===== config.mk =====
export PLATFORM = sky130hd
export DESIGN_NAME = mem_arbiter
export DESIGN_NICKNAME = d
export VERILOG_FILES = /design/src/rtl/mem_arbiter_pkg.sv /design/src/rtl/arb_pick.sv /design/src/rtl/mem_arbiter.sv
export SDC_FILE = /design/constraint.sdc
export NUM_CORES = 1
export LEC_CHECK = 0
export CORE_MARGIN = 4
export CORE_UTILIZATION = 42
export DETAILED_ROUTE_END_ITERATION = 10
export GPL_ROUTABILITY_DRIVEN = 1
export HOLD_SLACK_MARGIN = 0.1
export PLACE_DENSITY = 0.9
export SLEW_MARGIN = 10
export SYNTH_ARGS = -nofsm -noshare
export SYNTH_HDL_FRONTEND = slang
export SYNTH_SLANG_ARGS = --single-unit

===== constraint.sdc =====
create_clock -name clk -period 2.48 [get_ports clk]
set_clock_uncertainty 0.2 [all_clocks]
set_input_delay 0.496 -clock clk [delete_from_list [all_inputs] [get_ports clk]]
set_output_delay 0.496 -clock clk [all_outputs]
set_load 0.03 [all_outputs]

===== src/rtl/mem_arbiter_pkg.sv =====
// rtl/mem_arbiter_pkg.sv - shared state encodings and port constants for mem_arbiter
package mem_arbiter_pkg;

    typedef enum logic [1:0] {
        ARB_IDLE  = 2'd0,
        ARB_ISSUE = 2'd1,
        ARB_WAIT  = 2'd2,
        ARB_DONE  = 2'd3
    } arb_state_t;

    localparam logic ARB_CPU = 1'b0;
    localparam logic ARB_AUX = 1'b1;

    localparam int MEM_LATENCY_DEFAULT = 1;

    // Port index to one-hot grant vector.
    function automatic logic [1:0] port_onehot(input logic port);
        return port ? 2'b10 : 2'b01;
    endfunction

endpackage


===== src/rtl/arb_pick.sv =====
// rtl/arb_pick.sv - combinational grant selector; policy set by MEM_ARB_RR_EN
module arb_pick
    import mem_arbiter_pkg::*;
(
    input  logic       req0,
    input  logic       req1,
    input  logic       last_served,
    output logic [1:0] gnt
);

`ifndef MEM_ARB_RR_EN
    // Fixed priority ignores history; the input stays for a uniform interface.
    logic unused_last_served;
    assign unused_last_served = last_served;
`endif

    // One-hot grant: a lone requester wins, a tie follows the configured policy.
    always_comb begin
        gnt = 2'b00;
        if (req0 && req1) begin
`ifdef MEM_ARB_RR_EN
            gnt = port_onehot(~last_served);
`else
            gnt = port_onehot(ARB_CPU);
`endif
        end else if (req0) begin
            gnt = port_onehot(ARB_CPU);
        end else if (req1) begin
            gnt = port_onehot(ARB_AUX);
        end
    end

endmodule


===== src/rtl/mem_arbiter.sv =====
// rtl/mem_arbiter.sv - two-port arbiter for a single-port sync RAM; MEM_ARB_RR_EN selects round-robin
module mem_arbiter
    import mem_arbiter_pkg::*;
#(
    parameter int WORD_SIZE   = 16,
    parameter int MEM_LATENCY = MEM_LATENCY_DEFAULT
) (
    input  logic                 clk,
    input  logic                 reset_n,
    input  logic                 req0,
    input  logic                 we0,
    input  logic [WORD_SIZE-1:0] addr0,
    input  logic [WORD_SIZE-1:0] wdata0,
    output logic                 done0,
    output logic [WORD_SIZE-1:0] rdata0,
    input  logic                 req1,
    input  logic                 we1,
    input  logic [WORD_SIZE-1:0] addr1,
    input  logic [WORD_SIZE-1:0] wdata1,
    output logic                 done1,
    output logic [WORD_SIZE-1:0] rdata1,
    output logic [1:0]           gnt,
    output logic                 mem_en,
    output logic                 mem_we,
    output logic [WORD_SIZE-1:0] mem_addr,
    output logic [WORD_SIZE-1:0] mem_wdata,
    input  logic [WORD_SIZE-1:0] mem_rdata
);

    // WAIT lasts MEM_LATENCY-1 cycles; the counter is loaded on leaving ISSUE.
    localparam logic [2:0] WAIT_LOAD = 3'((MEM_LATENCY > 1) ? MEM_LATENCY - 2 : 0);

    arb_state_t           state, state_n;
    logic [2:0]           cnt_q;
    logic                 owner_q;
    logic                 we_q;
    logic [WORD_SIZE-1:0] addr_q;
    logic [WORD_SIZE-1:0] wdata_q;
    logic [WORD_SIZE-1:0] rdata0_q;
    logic [WORD_SIZE-1:0] rdata1_q;
    logic                 last_served;
    logic [1:0]           pick_gnt;
    logic                 accept;

    arb_pick u_pick (
        .req0        (req0),
        .req1        (req1),
        .last_served (last_served),
        .gnt         (pick_gnt)
    );

    assign accept = (state == ARB_IDLE) && (pick_gnt != 2'b00);

`ifdef MEM_ARB_RR_EN
    // Remember who was served last so the next tie goes the other way.
    always_ff @(posedge clk or negedge reset_n) begin
        if (!reset_n) begin
            last_served <= ARB_AUX;
        end else if (accept) begin
            last_served <= pick_gnt[1];
        end
    end
`else
    assign last_served = ARB_AUX;
`endif

    // State register, wait counter, latched request and per-port read-data holds.
    always_ff @(posedge clk or negedge reset_n) begin
        if (!reset_n) begin
            state    <= ARB_IDLE;
            cnt_q    <= '0;
            owner_q  <= ARB_CPU;
            we_q     <= 1'b0;
            addr_q   <= '0;
            wdata_q  <= '0;
            rdata0_q <= '0;
            rdata1_q <= '0;
        end else begin
            state <= state_n;
            if (accept) begin
                owner_q <= pick_gnt[1];
                we_q    <= pick_gnt[1] ? we1    : we0;
                addr_q  <= pick_gnt[1] ? addr1  : addr0;
                wdata_q <= pick_gnt[1] ? wdata1 : wdata0;
            end
            if (state == ARB_ISSUE) begin
                cnt_q <= WAIT_LOAD;
            end else if (state == ARB_WAIT && cnt_q != 3'd0) begin
                cnt_q <= cnt_q - 3'd1;
            end
            if (state == ARB_DONE) begin
                if (owner_q == ARB_AUX) begin
                    rdata1_q <= mem_rdata;
                end else begin
                    rdata0_q <= mem_rdata;
                end
            end
        end
    end

    // Next-state and all outputs, decoded from the current state and latched request.
    always_comb begin
        state_n   = state;
        mem_en    = 1'b0;
        mem_we    = 1'b0;
        mem_addr  = '0;
        mem_wdata = '0;
        done0     = 1'b0;
        done1     = 1'b0;
        gnt       = 2'b00;
        rdata0    = rdata0_q;
        rdata1    = rdata1_q;
        case (state)
            ARB_IDLE: begin
                if (pick_gnt != 2'b00) begin
                    state_n = ARB_ISSUE;
                end
            end
            ARB_ISSUE: begin
                gnt       = port_onehot(owner_q);
                mem_en    = 1'b1;
                mem_we    = we_q;
                mem_addr  = addr_q;
                mem_wdata = wdata_q;
                state_n   = (MEM_LATENCY > 1) ? ARB_WAIT : ARB_DONE;
            end
            ARB_WAIT: begin
                gnt = port_onehot(owner_q);
                if (cnt_q == 3'd0) begin
                    state_n = ARB_DONE;
                end
            end
            ARB_DONE: begin
                gnt     = port_onehot(owner_q);
                state_n = ARB_IDLE;
                if (owner_q == ARB_AUX) begin
                    done1  = 1'b1;
                    rdata1 = mem_rdata;
                end else begin
                    done0  = 1'b1;
                    rdata0 = mem_rdata;
                end
            end
            default: state_n = ARB_IDLE;
        endcase
    end

endmodule


==> summary by stage, run 1 <==
Finish
The filler cell count is 522. The layout net count is 560. The share of post-route cells with drive strength above 1 is 32.8%. In the layout the commonest cells are 84 x sky130_fd_sc_hd__clkdlybuf4s50_1, 71 x sky130_fd_sc_hd__dfrtp_1, 46 x sky130_fd_sc_hd__buf_6. The library cell used most frequently in the layout, excluding fill and tap cells, is sky130_fd_sc_hd__clkdlybuf4s50_1. The final instance area is roughly 5600 µm². The synthesis-to-finish area growth is 66.1%. After the flow finishes, the layout carries non-filler instances totaling 574. The total inserted antenna cells is 0.

Synthesis
Measured against the total synthesized area, the mux share comes to about 22%. Summing the areas of all xor and xnor instances in the mapped netlist gives 0% of the synthesized area. A synthesized cell averages ~12 µm².

The part of the Yosys area used for sequential elements is 52.4%. The combinational family with the most area after synthesis is multiplexers. Synthesis inferred 71 register bits. Of the total synthesized cell area, the portion taken by AND, OR, NAND and NOR gates is 12.0%. The synthesized instance count is 289. The compound-gate portion of the synthesized area is 6.35%. Synthesis instantiated 25 different standard cells from the library. The synthesized net count is roughly 380. The yosys synthesis warning count is 0. The share of synthesized cell area in full adder, half adder and majority cells is 2.22%. By area the synthesized netlist is led by sky130_fd_sc_hd__dfrtp_1 52%, sky130_fd_sc_hd__mux2i_1 10%, sky130_fd_sc_hd__mux2_2 8.0%.

The synthesized design spends more area on one cell type than any other, namely sky130_fd_sc_hd__dfrtp_1. After synthesis the cells add up to ~3400 µm². Of the post-synthesis cell area, the dominant cell type holds a little over half.

Worst setup path
The count of cells along the worst register-to-register path is 7. The largest single stage delay on the critical path is 0.42 ns. Data on the critical path is required at its endpoint by approximately 1.8 ns. The worst register-to-register path begins at state[0]$_DFFE_PN0P_.

The worst reg-to-reg setup slack is 0.45 ns. The timing startpoint of the critical path is state[1]$_DFFE_PN0P_. The slowest cell on the critical path is sky130_fd_sc_hd__dfrtp_1. Data on the critical path arrives at its endpoint at 1.77 ns. The kind of critical path is reg -> out. The biggest fanout along the worst timing path is 8.

The termination of the worst setup path is rdata1[3]. The startpoint type of the worst setup path is a register. The most common cell type on the critical path is sky130_fd_sc_hd__buf_12. The endpoint of the worst-slack reg-to-reg timing path is state[1]$_DFFE_PN0P_.

Traced cell by cell, the critical path runs through ha_4, buf_6, nand2_8, buf_12, mux2_4, buf_12. STA classifies the critical path endpoint as an output pin.

Routing
After the first detailed-routing iteration, the DRC count stood at 98. The wire length reported by the detailed router is 9910 µm. The remaining antenna violation count is 0.

For this run, the detailed router's first-pass iteration total came to 4. Detailed routing inserted a total of 2847 vias. The per-cell via count in the routed design is between 4 and 5.

The routed wire length per instance is 17.3 µm. The detailed-route DRC error count is 0.

Placed design
The number of instances in the placed design is roughly 550. Once detailed placement completed, the half-perimeter wirelength came to 6950 µm. The worst-case setup slack after placement is -0.0620 ns.

In this run the tool buffered the top-level ports with 155 buffer cells. In this run the cell area measured after placement is 5020 µm². The routability congestion estimate from global placement is 0.792.

Global routing
The via count of the first global-routing pass came to between 2000 and 3000. The busiest metal layer after global routing is met2. The fraction of met1 tracks used by global routing is 23.6%.

The total overflow left after global routing is 0. Global routing used 19.6% of the available tracks. Global routing consumed, on the met2 layer, 33.9% of the routing resources. The initial antenna violation count is 0. The met3 usage in global routing is 4.79%. Entering global routing, the biggest net connects 45 pins. The first global-routing pass estimated 15100 µm of wire.

Power
The analysis attributes to cell leakage a power of 2.65 nW. The peak supply drop is 1.09 mV. The cell area power density is ~1400 nW/µm².

The completed layout was analyzed and its total power is approximately 8 mW.

Clocking
The number of buffers between clock root and the deepest sink is 2. After clock tree synthesis, the clock-pin slew on the worst setup and hold paths is 0.07 ns. The cell sitting at the root of the clock tree is a sky130_fd_sc_hd__clkbuf_8. TritonCTS built the clock tree.

Clock tree synthesis inserted a total of 9 buffers. The count of H-tree levels built during CTS is 3. The later-pin clock latency in the skew report is 0.34 ns. The clock drives 71 sinks.

Timing
The clock period minus worst slack is 2.46 ns. The final worst hold slack is 0.276 ns. Headroom to the max-slew limit came out at 53.3%. At the pin with the least slew margin, the transition time is around 0.7 ns. The number of hold violations in the final report is 0.

The fmax is around 400 MHz. Setup violations remaining at the end of the flow were counted as 0. The worst path uses around 100% of the clock period.

The max-slew violation total from the final report was 0. The final worst-path setup slack is 0.0151 ns. Setup repair after global routing could not meet its margin everywhere.

Floorplan
The floorplan die height is 97.8 µm. The die width is just under 100 µm. Pin placement for this block handled 156 I/O pins. The area of the die is 9570 µm².

The effective utilization at floorplan is 43.6%. The placement row count is 32. The area of the core is 7770 µm².

Worst hold path
The worst hold path belongs to the class reg -> reg. The cell depth of the worst hold path is 2.

Status
The flow ran to the end, and the final reports show no timing, DRC or antenna violations.

Flow run
The number of max-capacitance violations reported is 0.
[registers in the layout, indices dropped and copies added, names as in the netlist]
| name | count |
|---|---|
| owner_q | 1 |
| rdata1_q | 16 |
| addr_q | 16 |
| cnt_q | 3 |
| we_q | 1 |
| rdata0_q | 16 |
| wdata_q | 16 |
| state | 2 |
[cell families (layout without fill, tap and decap cells)]
| family | Yosys count | in the layout |
|---|---|---|
| compound gates | 42 | 42 |
| fa+ha+maj | 6 | 6 |
| buf+inv | 24 | 207 |
| flops | 71 | 71 |
| mux | 67 | 67 |
| simple gates | 79 | 79 |
[how the worst min path moves through the flow]
| stage | startpoint | endpoint | slack, ns |
|---|---|---|---|
| 2_1_floorplan | reset_n | addr_q[0]$_DFFE_PN0P_ | 0.0004 |
| 3_3_place_gp | addr_q[6]$_DFFE_PN0P_ | addr_q[6]$_DFFE_PN0P_ | 0.26 |
| 3_5_place_dp | addr_q[7]$_DFFE_PN0P_ | addr_q[7]$_DFFE_PN0P_ | 0.26 |
| 4_1_cts | addr_q[7]$_DFFE_PN0P_ | addr_q[7]$_DFFE_PN0P_ | 0.28 |
| 5_1_grt | addr_q[6]$_DFFE_PN0P_ | addr_q[6]$_DFFE_PN0P_ | 0.30 |
| 6_report | addr_q[7]$_DFFE_PN0P_ | addr_q[7]$_DFFE_PN0P_ | 0.28 |
[cell usage after synthesis (all sizes together)]
cell,number
dfrtp,71
o21ai,36
mux2i,34
nand2,34
and2,33
mux2,33
buf,12
inv,7
ha,6
clkbuf,5
a21oi,4
nor2,4
nor2b,3
nand2b,2
a21boi,1
a22oi,1
nand3,1
nor4bb,1
or3,1
[layer usage]
layer | vias up | wire length (µm)
met5 | - | 0
met4 | 0 | 273
met3 | 23 | 494
met2 | 98 | 5400
met1 | 1392 | 3740
li1 | 1334 | -
[worst max-delay path: cells and delay by family, from the launching register on]
| kind | cells | cell delay, ns |
|---|---|---|
| flip-flops | 1 | 0.42 |
| buffers and inverters | 3 | 0.41 |
| multiplexers | 1 | 0.33 |
| adder cells (fa/ha/maj) | 1 | 0.19 |
| AND/OR/NAND/NOR | 1 | 0.08 |
[report_power, final]
group          internal (mW)  switching (mW)
sequential              1.72           0.233
combinational           2.29            2.59
clock                  0.667           0.436
total                   4.68            3.25
[layout make-up]
class / count / area (µm²) / area share (%)
Clock buffer: 10 / 128 / 2.27
Clock inverter: 5 / 106 / 1.89
Inverter: 7 / 26.3 / 0.467
Multi-Input combinational cell: 194 / 1570 / 28.0
Sequential cell: 71 / 1780 / 31.6
Tap cell: 102 / 128 / 2.27
Timing Repair Buffer: 185 / 1890 / 33.6
[per-stage QoR]
stage / util (%) / setup TNS [ns]
after floorplan: - / 0
after global placement: 64.6 / -0.0177
after detailed placement: 64.6 / -0.164
after CTS: 69.7 / -0.935
after global routing: 72.4 / -0.402
final: 72.4 / 0
[what timing repair did]
action / in CTS / in global routing
hold buffers: 1 / 0
resized for setup: 73 / 54
setup buffers: 7 / 2
hold endpoints to repair: 30 / 0
endpoints found under the setup margin: 36 / 62
pin swaps: 1 / 2
cloned: 0 / 1
No activity file was read; power rests on OpenSTA's default activity.
==> run 2: changes to the inputs <==
--- a/config.mk
+++ b/config.mk
@@ -9,6 +9,7 @@
 export CORE_UTILIZATION = 42
 export DETAILED_ROUTE_END_ITERATION = 10
 export GPL_ROUTABILITY_DRIVEN = 1
+export GPL_TIMING_DRIVEN = 0
 export HOLD_SLACK_MARGIN = 0.1
 export PLACE_DENSITY = 0.9
 export SLEW_MARGIN = 10
==> run 2 against run 1 <==
Against the previous run: largest power group unchanged; largest cell class is now registers; critical path type unchanged; sequential share of layout area is 1.6 points higher; setup slack better by 0.0065 ns; critical path depth stayed put; register-to-register slack better by 0.10 ns; critical endpoint is now rdata0[14].
==> summary by stage, run 2 (synthesis results as in run 1) <==
Floorplan
The die covers between 9000 and 10000 µm². The floorplan has 32 rows. The floorplan die height is 97.8 µm. 156 I/O pins were placed. Once the floorplan was initialized, standard cells occupied 43.6% of the core. The area of the core is 7770 µm². The die width is 97.8 µm.

Global routing
The first-pass GRT wire length is approximately 16000 µm. Entering global routing, the biggest net connects between 60 and 70 pins. The initial antenna violation count is 0. The global-route usage over all layers is 20.5%. The via count of the first global-routing pass is 3049. The total overflow left after global routing is 0.

Power
The clock group share of total power is 14.8%. Combinational cells account for 58.6% of the total power. The overall power is between 7 and 8 mW. The analysis attributes to net switching a power of 3.18 mW. The static leakage is 2.55 nW. Net switching is 43.0% of the power. The internal power component is approximately 4.2 mW. The cell area power density is 1380 nW/µm².

VDD sags by at most 0.891 mV. The share of total power dissipated in sequential elements is between 20% and 30%.

Worst setup path
The worst setup path is launched from a register. The critical path in this run is classified as reg -> out. The required time at the worst-slack endpoint is 1.78 ns.

The critical path data arrival time is 1.76 ns. The largest stage delay on the critical path is ~0.44 ns. The launch point of the worst reg-to-reg path is state[1]$_DFFE_PN0P_.

The largest individual stage delay along the critical path comes from the cell sky130_fd_sc_hd__dfrtp_2. The nature of the critical path endpoint is an output pin. Together, buffers and inverters on the worst path number 3.

The timing startpoint of the critical path is state[1]$_DFFE_PN0P_. Walking the worst path, the cells encountered are ha_4, nand2b_4, buf_6, buf_12, mux2_4, buf_6. The cell that appears most often on the critical path is sky130_fd_sc_hd__buf_6. The family of cells with the greatest summed delay on the critical path is flip-flops.

The biggest fanout along the worst timing path is 5.

Routing
The routed length on met2 is roughly 5500 µm. The detail route stage leaves a number of antenna-violating nets equal to 0. The met1 wire length is 3970 µm.

The first-pass iteration count of the detailed router is 5. Dividing the detail-routed wire length by the instance count gives 17.7 µm. In the routed layout, each cell is associated on average with a via count of 4.92. The detailed-route DRC error count is 0.

Summed over all layers, the routed wires come to 10200 µm. The total number of vias is 2836. In the detailed route, the total length drawn on met3 is slightly above 500 µm.

In this run the top signal layer used is met4. The first routing iteration left 44 violations.

Clocking
The number of buffers between clock root and the deepest sink is 2. The clock reaches the later pin of the worst-skew pair after 0.33 ns. The number of clock sinks is between 70 and 80. The count of H-tree levels built during CTS is 3. After clock tree synthesis, the clock-pin slew on the worst setup and hold paths is 0.07 ns. The clock root buffer is sky130_fd_sc_hd__clkbuf_8. TritonCTS built the clock tree. The CTS buffer count is 9.

Finish
The share of post-route cells with drive strength above 1 is 30.4%. The final layout contains 561 nets. Cells fill 69.1% of the core in the end. The library cell used most frequently in the layout, excluding fill and tap cells, is sky130_fd_sc_hd__clkdlybuf4s50_1. The synthesis-to-finish area growth is 58.4%. The total inserted antenna cells is 0. The library cells used most frequently in the layout, excluding fill and tap cells, are 84 x sky130_fd_sc_hd__clkdlybuf4s50_1, 69 x sky130_fd_sc_hd__dfrtp_1, 49 x sky130_fd_sc_hd__buf_2. The filler cell count is ~600.

Worst hold path
In this run the worst hold path is classified as reg -> reg. The worst min-delay path startpoint is addr_q[6]$_DFFE_PN0P_.

Placed design
The routability congestion estimate from global placement is 0.788. The count of input and output buffers is between 150 and 200. The worst-case setup slack after placement is -0.376 ns. The half-perimeter wire length after placement is 7390 µm.

Timing
The max-slew violation total from the final report is 0. Setup repair after global routing could not meet its margin everywhere. The clock period minus worst slack is ~2.5 ns. The final worst-path setup slack is 0.0216 ns.

The number of hold violations in the final report came to 0. The fmax is 407 MHz. On the final layout, the worst hold slack is 0.275 ns.

Setup total negative slack on the finished layout was measured at 0 ns. The worst-case headroom to the max-slew limit is ~67%. The slew at the pin with the worst max-slew slack is between 0.4 and 0.5 ns. The total of endpoints with negative setup slack in the final report is 0. The share of the clock period used by the worst path is 99.1%.

Status
The run finished with clean final reports.

Flow run
The number of max-capacitance violations reported is 0.
## run 2: power by group through the flow
| stage | clock, mW | sequential [mW] | combinational [mW] |
|---|---|---|---|
| 3_5_place_dp | 0 | 1.96 | 4.23 |
| 4_1_cts | 1.11 | 1.94 | 4.07 |
| 2_1_floorplan | 0 | 1.87 | 2.59 |
| 6_report | 1.09 | 1.97 | 4.34 |
| 5_1_grt | 1.17 | 2.03 | 4.59 |
| 3_3_place_gp | 0 | 1.91 | 4.12 |
## run 2: path summary, 6_finish.rpt
path	endpoint	slack [ns]	cells past startpoint
hold reg to reg	addr_q[6]$_DFFE_PN0P_	0.28	2
max in group asynchronous	state[0]$_DFFE_PN0P_	1.22	3
min in group asynchronous	rdata0_q[12]$_DFF_PN0_	0.32	2
setup / recovery	rdata0[14]	0.02	6
hold / removal	addr_q[6]$_DFFE_PN0P_	0.28	2
setup reg to reg	wdata_q[5]$_DFFE_PN0P_	0.55	7
## run 2: worst register-to-register path: stages (launching register included)
cell and delay [ns]:
sky130_fd_sc_hd__dfrtp_2 0.41, sky130_fd_sc_hd__inv_1 0.09, sky130_fd_sc_hd__ha_1 0.26, sky130_fd_sc_hd__o21ai_1 0.18, sky130_fd_sc_hd__buf_2 0.25, sky130_fd_sc_hd__buf_2 0.24
sky130_fd_sc_hd__nand2_1 0.07, sky130_fd_sc_hd__o21ai_1 0.13
## run 2: repair_timing
| action | 4_1_cts | 5_1_grt |
|---|---|---|
| buffers inserted | 2 | 7 |
| cloned | 2 | 1 |
| resized for setup | 274 | 99 |
| pin swaps | 0 | 1 |
| hold endpoints to repair | 71 | 0 |
| setup endpoints to repair | 70 | 64 |
| hold buffers | 1 | 0 |
## run 2: per-stage QoR
stage          std cells  instance area (µm²)
4_1_cts              568                 5340
3_5_place_dp         547                 5090
2_1_floorplan        289                 3390
3_3_place_gp         546                 5070
6_report             576                 5370
5_1_grt              576                 5370
## run 2: layout make-up
| type | count | area, µm² | area share (%) |
|---|---|---|---|
| sequential | 71 | 1780 | 33.2 |
| clock inverter | 6 | 109 | 2.03 |
| inverter | 7 | 26.3 | 0.490 |
| clock buffer | 10 | 128 | 2.38 |
| tap | 102 | 128 | 2.38 |
| multi-input combinational | 194 | 1500 | 28.0 |
| buffer | 17 | 173 | 3.22 |
| timing repair buffer | 169 | 1520 | 28.3 |
## run 2: metal layers
layer  vias to the layer above  global-route usage, %
met5                         -                      0
met4                         0                   8.52
met3                        18                   5.14
met2                        97                   37.3
met1                      1385                   22.6
li1                       1336                      -
